[config.mk]
export PLATFORM = sky130hd
export DESIGN_NAME = gelato_rr_arbiter_flat
export DESIGN_NICKNAME = d
export VERILOG_FILES = /design/src/rtl/gelato_pkg.sv /design/src/rtl/gelato_rr_arbiter_if.sv /design/src/rtl/gelato_rr_pick.sv /design/src/rtl/gelato_rr_arbiter.sv /design/src/flat_wrapper.sv
export SDC_FILE = /design/constraint.sdc
export NUM_CORES = 1
export LEC_CHECK = 0
export BUFFER_PORTS_ARGS = -buffer_cell sky130_fd_sc_hd__buf_4
export CAP_MARGIN = 20
export CORE_AREA = 2 2 39 41
export CTS_CLUSTER_DIAMETER = 200
export DETAILED_ROUTE_END_ITERATION = 10
export DIE_AREA = 0 0 41 43
export PLACE_DENSITY = 0.64
export SLEW_MARGIN = 20
export SYNTH_ARGS = -nofsm -noshare
export SYNTH_HDL_FRONTEND = slang
export SYNTH_SLANG_ARGS = --single-unit
[constraint.sdc]
create_clock -name clk -period 2.8 [get_ports clk]
set_input_delay 0.28 -clock clk [delete_from_list [all_inputs] [get_ports clk]]
set_output_delay 0.28 -clock clk [all_outputs]
set_load 0.1 [all_outputs]
[src/rtl/gelato_pkg.sv]
// Shared types and constants for the gelato merge/scheduling blocks.
// Other files reach this package through import gelato_pkg::*.
package gelato_pkg;

  localparam int NUM_PORTS_DEF = 4;
  localparam int NUM_PORTS_MAX = 32;
  localparam int SRC_IDX_W     = 5;

  // Wide enough to name any legal source channel.
  typedef logic [SRC_IDX_W-1:0] src_idx_t;

  function automatic int idx_width(input int n);
    return (n <= 1) ? 1 : $clog2(n);
  endfunction

endpackage

[src/rtl/gelato_rr_arbiter_if.sv]
// Handshake bundle between the upstream FIFO bank, the round-robin merge and its consumer.
// master = environment side, slave = arbiter side; in_last exists only with GELATO_ARB_LOCK_EN.
interface gelato_rr_arbiter_if
  import gelato_pkg::*;
#(
  parameter int  NUM_PORTS = NUM_PORTS_DEF,
  parameter type T         = logic
);
  localparam int IDX_W = idx_width(NUM_PORTS);

  logic [NUM_PORTS-1:0] in_valid;
  T                     in_data [NUM_PORTS];
  logic [NUM_PORTS-1:0] in_ready;
`ifdef GELATO_ARB_LOCK_EN
  logic [NUM_PORTS-1:0] in_last;
`endif
  logic                 out_valid;
  T                     out_data;
  logic [IDX_W-1:0]     out_idx;
  logic                 out_ready;

  modport master (
    output in_valid, in_data, out_ready,
`ifdef GELATO_ARB_LOCK_EN
    output in_last,
`endif
    input  in_ready, out_valid, out_data, out_idx
  );

  modport slave (
    input  in_valid, in_data, out_ready,
`ifdef GELATO_ARB_LOCK_EN
    input  in_last,
`endif
    output in_ready, out_valid, out_data, out_idx
  );

endinterface

[src/rtl/gelato_rr_pick.sv]
// Combinational round-robin pick: first set req bit at or above ptr, wrapping.
// Double-width search: low half is req masked to indices >= ptr, high half is raw req.
module gelato_rr_pick
  import gelato_pkg::*;
#(
  parameter int NUM_PORTS = NUM_PORTS_DEF,
  localparam int IDX_W    = idx_width(NUM_PORTS)
) (
  input  logic [NUM_PORTS-1:0] req_i,
  input  logic [IDX_W-1:0]     ptr_i,
  output logic [NUM_PORTS-1:0] gnt_o,
  output logic [IDX_W-1:0]     gnt_idx_o,
  output logic                 any_o
);

  logic [NUM_PORTS-1:0]   mask;
  logic [2*NUM_PORTS-1:0] dbl;

  always_comb begin
    mask = '0;
    for (int i = 0; i < NUM_PORTS; i++) begin
      mask[i] = (i >= int'(ptr_i));
    end
  end

  assign dbl = {req_i, req_i & mask};

  always_comb begin
    logic found;
    found     = 1'b0;
    gnt_o     = '0;
    gnt_idx_o = '0;
    for (int j = 0; j < NUM_PORTS; j++) begin
      if (!found && dbl[j]) begin
        found     = 1'b1;
        gnt_o[j]  = 1'b1;
        gnt_idx_o = IDX_W'(j);
      end
    end
    for (int j = 0; j < NUM_PORTS; j++) begin
      if (!found && dbl[NUM_PORTS+j]) begin
        found     = 1'b1;
        gnt_o[j]  = 1'b1;
        gnt_idx_o = IDX_W'(j);
      end
    end
    any_o = found;
  end

endmodule

[src/rtl/gelato_rr_arbiter.sv]
// N-to-1 round-robin merge into a single registered output slot, full throughput.
// Optional packet lock (holds the grant until in_last) is enabled by GELATO_ARB_LOCK_EN.
module gelato_rr_arbiter
  import gelato_pkg::*;
#(
  parameter int  NUM_PORTS = NUM_PORTS_DEF,
  parameter type T         = logic
) (
  input logic                clk,
  input logic                rst_n,
  gelato_rr_arbiter_if.slave bus
);
  localparam int IDX_W = idx_width(NUM_PORTS);

  logic [NUM_PORTS-1:0] req;
  logic [NUM_PORTS-1:0] gnt;
  logic [IDX_W-1:0]     gnt_idx;
  logic                 any;
  logic                 load_en;
  logic                 xfer;
  T                     pick_data;

  logic                 out_valid_q, out_valid_d;
  T                     out_data_q,  out_data_d;
  logic [IDX_W-1:0]     out_idx_q,   out_idx_d;
  logic [IDX_W-1:0]     rr_ptr_q,    rr_ptr_d;
  logic [IDX_W-1:0]     ptr_after;

`ifdef GELATO_ARB_LOCK_EN
  logic                 lock_q, lock_d;
  logic [IDX_W-1:0]     lock_idx_q, lock_idx_d;
  logic                 pick_last;

  // While a packet is open, only its owner may compete, valid or not.
  always_comb begin
    req = bus.in_valid;
    if (lock_q) req = bus.in_valid & (NUM_PORTS'(1) << lock_idx_q);
  end

  assign pick_last = |(bus.in_last & gnt);
`else
  assign req = bus.in_valid;
`endif

  gelato_rr_pick #(.NUM_PORTS(NUM_PORTS)) u_pick (
    .req_i     (req),
    .ptr_i     (rr_ptr_q),
    .gnt_o     (gnt),
    .gnt_idx_o (gnt_idx),
    .any_o     (any)
  );

  assign load_en      = !out_valid_q || bus.out_ready;
  assign xfer         = load_en && any;
  assign bus.in_ready = (rst_n && load_en) ? gnt : '0;
  assign ptr_after    = (gnt_idx == IDX_W'(NUM_PORTS - 1)) ? '0 : gnt_idx + 1'b1;

  always_comb begin
    pick_data = '0;
    for (int i = 0; i < NUM_PORTS; i++) begin
      if (gnt[i]) pick_data = bus.in_data[i];
    end
  end

  always_comb begin
    out_valid_d = out_valid_q;
    out_data_d  = out_data_q;
    out_idx_d   = out_idx_q;
    rr_ptr_d    = rr_ptr_q;
`ifdef GELATO_ARB_LOCK_EN
    lock_d      = lock_q;
    lock_idx_d  = lock_idx_q;
`endif
    if (xfer) begin
      out_valid_d = 1'b1;
      out_data_d  = pick_data;
      out_idx_d   = gnt_idx;
`ifdef GELATO_ARB_LOCK_EN
      if (pick_last) begin
        rr_ptr_d = ptr_after;
        lock_d   = 1'b0;
      end else begin
        lock_d     = 1'b1;
        lock_idx_d = gnt_idx;
      end
`else
      rr_ptr_d    = ptr_after;
`endif
    end else if (bus.out_ready) begin
      out_valid_d = 1'b0;
    end
  end

  always_ff @(posedge clk or negedge rst_n) begin
    if (!rst_n) begin
      out_valid_q <= 1'b0;
      out_data_q  <= '0;
      out_idx_q   <= '0;
      rr_ptr_q    <= '0;
`ifdef GELATO_ARB_LOCK_EN
      lock_q      <= 1'b0;
      lock_idx_q  <= '0;
`endif
    end else begin
      out_valid_q <= out_valid_d;
      out_data_q  <= out_data_d;
      out_idx_q   <= out_idx_d;
      rr_ptr_q    <= rr_ptr_d;
`ifdef GELATO_ARB_LOCK_EN
      lock_q      <= lock_d;
      lock_idx_q  <= lock_idx_d;
`endif
    end
  end

  assign bus.out_valid = out_valid_q;
  assign bus.out_data  = out_data_q;
  assign bus.out_idx   = out_idx_q;

endmodule

[src/flat_wrapper.sv]
// flat-port wrapper written by rule: the top's interface ports become plain ports
module gelato_rr_arbiter_flat import gelato_pkg::*;
#(
  parameter int  NUM_PORTS = NUM_PORTS_DEF,
  parameter type T         = logic
)
  (clk, rst_n, bus_in_valid, bus_in_data, bus_out_ready, bus_in_ready, bus_out_valid, bus_out_data, bus_out_idx);
  gelato_rr_arbiter_if #(.NUM_PORTS(NUM_PORTS), .T(T)) bus_i ();
  input logic clk;
  input logic rst_n;
  input wire logic [$bits(bus_i.in_valid)-1:0] bus_in_valid;
  input wire logic [$bits(bus_i.in_data)-1:0] bus_in_data;
  input wire logic [$bits(bus_i.out_ready)-1:0] bus_out_ready;
  output wire logic [$bits(bus_i.in_ready)-1:0] bus_in_ready;
  output wire logic [$bits(bus_i.out_valid)-1:0] bus_out_valid;
  output wire logic [$bits(bus_i.out_data)-1:0] bus_out_data;
  output wire logic [$bits(bus_i.out_idx)-1:0] bus_out_idx;
  assign bus_i.in_valid = bus_in_valid;
  assign bus_i.in_data = {>>{bus_in_data}};
  assign bus_i.out_ready = bus_out_ready;
  assign bus_in_ready = bus_i.in_ready;
  assign bus_out_valid = bus_i.out_valid;
  assign bus_out_data = bus_i.out_data;
  assign bus_out_idx = bus_i.out_idx;
  gelato_rr_arbiter #(.NUM_PORTS(NUM_PORTS), .T(T)) u_core (.clk(clk), .rst_n(rst_n), .bus(bus_i));
endmodule
==> Word-level counts from Yosys, hierarchy flattened <==
Index checks and enable logic that the tools add are counted.
{ "word_totals": {"register_bits": 6, "output_inout_bits": 8} }
{ "op_classes": {"n_reduce_logical": 19, "mux": 30, "bitwise_logic": 1, "n_addsub": 1, "magnitude_cmp": 3, "eq_ne": 1} }
{ "ops": {"columns": ["op", "n"], "rows": [
  ["$mux 1", 22],
  ["$mux 2", 7],
  ["$logic_and 1x1->1", 9],
  ["$logic_not 1->1", 8],
  ["$and 4x4->4", 1],
  ["$ge 1x2->1 const A", 2],
  ["$mux 4", 1],
  ["$add 2x1->2 const B", 1],
  ["$eq 2x2->1 const B", 1],
  ["$ge 2x2->1 const A", 1],
  ["$reduce_bool 2->1", 1],
  ["$logic_or 1x1->1", 1]
]} }

==> Logic depth before layout (Yosys ltp) <==
{ "depth": {"word_depth": 26, "ltp_mapped": 7} }

==> Cells and area by module <==
From an unflattened synthesis, not the netlist that was laid out.
{ "hier_totals": {"hier_cells": 56, "area_unflattened_um2": 500.5} }
{ "by_module_without_submodules": {"columns": ["mod", "area_each_um2", "cells_each", "seq_area_each_um2", "instances"], "rows": [
  ["gelato_rr_arbiter", 324.1, 27, 150.1, 1],
  ["gelato_rr_pick", 176.4, 29, 0.0, 1]
]} }

==> Worst setup path before layout <==
No wires, ideal clock.
{ "synth_path": {"path_kind": "flip-flop to output port", "startpoint": "register u_core.out_valid_q, in the netlist u_core.bus.out_valid", "endpoint": "output port bus_in_ready[3]", "arrival_time_ps": 3212, "path_stages_with_launch": 4, "slack_ps": -692, "cell_sequence": "dfrtp_1 -> nand2b_1 -> nand2_1 -> nor3_1"} }
{ "synth_via": {"elab_chain_len": 4} }
{ "synth_rtl": {"columns": ["item", "line", "text"], "rows": [
  ["start: declaration", "gelato_rr_arbiter.sv:23", "logic out_valid_q, out_valid_d;"],
  ["start signal: assignment", "gelato_rr_arbiter.sv:105", "out_valid_q <= out_valid_d;"],
  ["$logic_not 1->1", "gelato_rr_arbiter.sv:53", "assign load_en = !out_valid_q || bus.out_ready;"],
  ["$logic_or 1x1->1", "gelato_rr_arbiter.sv:53", null],
  ["$logic_and 1x1->1", "gelato_rr_arbiter.sv:55", "assign bus.in_ready = (rst_n && load_en) ? gnt : '0;"],
  ["$mux 4", "gelato_rr_arbiter.sv:55", null],
  ["end: declaration", "flat_wrapper.sv:14", "output wire logic [$bits(bus_i.in_ready)-1:0] bus_in_ready;"]
]} }
No other way between the ends.

==> Worst setup path in the final report <==
{ "layout_path": {"startpoint": "input port rst_n", "endpoint": "output port bus_in_ready[3]"} }
{ "layout_via": {"elab_chain_len": 2} }
{ "layout_rtl": {"columns": ["item", "line", "text"], "rows": [
  ["start: declaration", "flat_wrapper.sv:10", "input logic rst_n;"],
  ["$logic_and 1x1->1", "gelato_rr_arbiter.sv:55", null],
  ["$mux 4", "gelato_rr_arbiter.sv:55", null]
]} }
No other way between the ends.

==> metrics.md <==
| Metric | Value |
|---|---|
| R2r startpoint | u_core.rr_ptr_q[1]$_DFFE_PN0P_ |
| Overflow after GRT | 0 |
| Synth Flop Type | dfrtp_1 |
| Clock Path Buffers | 2 |
| Synth Register Bits | 6 |
| Full die area | 1760 sq um |
| Die width | 41 microns |
| Initial DRC Count | 7 |
| Worst EP required | 2.52 ns |
| Worst path max stage delay | 0.52 ns |
| Register area | 150 sq um |
| Top cell type by total area after synthesis | dfrtp_1 |
| TritonCTS buffer count | 3 |
| Largest net degree at the start of global routing | 12 |
| Routability cong. | 0.730 |
| Slowest CP cell | dlygate4sd3_1 |
| Worst R2R Path Depth | 4 |
| Root buf cell | clkbuf_4 |
| Post-CTS setup buffer count | 0 |
| Io pins | 19 |
| Share of the synthesized area in the top cell type | 29.9% |
| Post-DP HPWL | 846 microns |
| EDFF count, synth | 0 |
| Final setup violation count | 0 |
| Setup CP Type | input port to output port |
| Nets@finish | 88 |
| Final critical-path share of the clock period | 66.1% |
| Area contributors post-synth | dfrtp_1 (30%), mux2_4 (9.0%), nand2b_1 (5.0%), o21ai_0 (5.0%), buf_6 (4.5%) |
| Setup TNS Final | 0 ns |
| Dpl cells | 86 |
| Die Ht | 43 microns |
| Hold_buf cts | 1 |
| RSZ-0062 raised after global routing | false |
| Post-Synthesis Cells | 57 |
| Sink Count | 6 |
| R2R setup slack | 1.01 ns |
| Reg2Reg Capture Point | u_core.rr_ptr_q[1]$_DFFE_PN0P_ |
| Pwr Density | 965 nW/um^2 |
| Number of global-route vias before repair | 414 |
| Final core occ | 47.7% |
| Max VDD drop | 0.562 mV |
| Fmax | 0.540 GHz |
| Critical path cell sequence | dlygate4sd3_1, buf_4, nand2_1, nor3_2, buf_4 |
| Synth unique cells | 29 |
| Leak pwr | 0.298 nW |
| Startpoint types | input port |
| Clock Skew | 0.00150 ns |
| CTS tree | built |
| Share of cells above drive strength 1 | 39.2% |
| CP endpoint kind | output port |
| Hold path cells | 3 |
| Inserted Diodes | 0 |
| DR WL/cell | 12.1 microns |
| Initial antenna violation count | 0 |
| First-pass GRT wire length | 1740 microns |
| Final WL | 1090 microns |
| # Max-Cap Violations | 0 |
| Min-Delay Endpoint | u_core.bus.out_data$_DFFE_PN0P_ |
| Most frequent cells in the layout | buf_4 (18), dfrtp_1 (6), o21ai_0 (5), nor2_1 (5) |
| Area of the multi-input gates | 312 sq um |
| Status | completed |
| Routed Antenna Nets | 0 |
| Clock slew at reported path FFs | 0.04 ns |
| Syn Nets | 69 |
| # fillers | 151 |
| Final hold viol count | 0 |
| CP max FO | 7 |
| Synth warn | 0 |
| Most common cell after layout, fill and taps aside | buf_4 |
| Vias | 473 |
| Post-Layout Cell Count | 90 |
| GRT Total Usage | 14.4% |
| Site Rows | 14 |
| Synthesized area | 503 sq um |
| Slew @ Worst Pin | 0.487 ns |
| Fin. max-slew vios | 0 |
| Hold crit path type | input port to flop |
| Most frequent CP cell | buf_4 |
| I/O Buffers | 18 |
| Number of vias per cell | 5.26 |
| CP Data Arrival Time | 1.57 ns |
| Starting Density | 36.3% |
| Hold_sp | bus_in_data[3] |
| Min Tclk post-route | 1.85 ns |
| Syn Area/Cell | 8.82 sq um |
| Clk_lat worst skew | 0.23 ns |
| Hold slack | 0.377 ns |
| Drt pass-1 iters | 4 |
| Area grow syn2layout | 31.3% |
| DR DRC count | 0 |
| Post-synthesis sequential area ratio | 29.9% |
| Core Area | 1380 sq um |
| Post-CTS Resized | 0 |
| Post-synth ARST share | 100% |
| H-tree depth reported by CTS | 1 |
| Worst slew margin | 67.2% |
## registers in the layout, indices dropped and copies added, names as in the netlist
signal	count
u_core.bus.out_idx	2
u_core.rr_ptr_q	2
u_core.bus.out_data	1
u_core.bus.out_valid	1
## cell usage after synthesis, types with 2 or more instances
master,instances
dfrtp_1,6
nor2_1,5
o21ai_0,5
a21oi_1,4
nand2b_1,4
inv_1,3
mux2_4,3
buf_6,2
clkbuf_1,2
nand2_1,2
o211ai_1,2
o21a_1,2
## per-layer routing
| metal | global-route usage, % | vias up | wire length, microns |
|---|---|---|---|
| li1 | - | 243 | - |
| met1 | 20.7 | 222 | 490 |
| met2 | 20.3 | 8 | 551 |
| met3 | 4.71 | 0 | 48 |
| met4 | 4.00 | 0 | 0 |
| met5 | 0 | - | 0 |
## cell families after synthesis
group / synth area share [%]
muxes: 8.95
adders and majority gates: 2.49
and+or+nand+nor: 20.4
AOI/OAI and AO/OA: 29.1
DFF: 29.8
buffers and inverters: 9.20
## worst max-delay path by stage
stage | start | endpoint
after CTS | rst_n | bus_in_ready[3]
after floorplan | u_core.bus.out_valid$_DFFE_PN0P_ | bus_in_ready[0]
after detailed placement | u_core.rr_ptr_q[1]$_DFFE_PN0P_ | u_core.rr_ptr_q[1]$_DFFE_PN0P_
final | rst_n | bus_in_ready[3]
after global routing | u_core.rr_ptr_q[1]$_DFFE_PN0P_ | bus_in_ready[2]
after global placement | u_core.rr_ptr_q[1]$_DFFE_PN0P_ | u_core.rr_ptr_q[1]$_DFFE_PN0P_
## critical path, delay by kind of cell
| family | cells | cell delay (ns) |
|---|---|---|
| buffers and inverters | 3 | 0.98 |
| AND/OR/NAND/NOR | 2 | 0.30 |
## final cells by class
class | instances | area share, %
Sequential cell | 6 | 22.7
Clock buffer | 3 | 3.41
Timing Repair Buffer | 19 | 22.0
Inverter | 3 | 1.70
Multi-Input combinational cell | 43 | 47.2
Tap cell | 16 | 3.03
## power breakdown
part / total (mW) / switching, mW / internal [mW] / leakage [nW]
sequential: 0.159 / 0.0393 / 0.120 / 0.0686
combinational: 0.405 / 0.274 / 0.131 / 0.216
clock: 0.0742 / 0.0260 / 0.0481 / 0.0138
total: 0.638 / 0.339 / 0.299 / 0.298
## through the flow
| stage | setup slack [ns] | cell area [sq um] | total power, mW |
|---|---|---|---|
| floorplan | 0.103 | 508 | 0.484 |
| finish | 0.948 | 661 | 0.638 |
| global placement | 1.08 | 628 | 0.561 |
| detailed placement | 1.03 | 628 | 0.565 |
| CTS | 0.932 | 661 | 0.645 |
| global route | 0.790 | 661 | 0.678 |
Power figures use the tool's default switching activity.
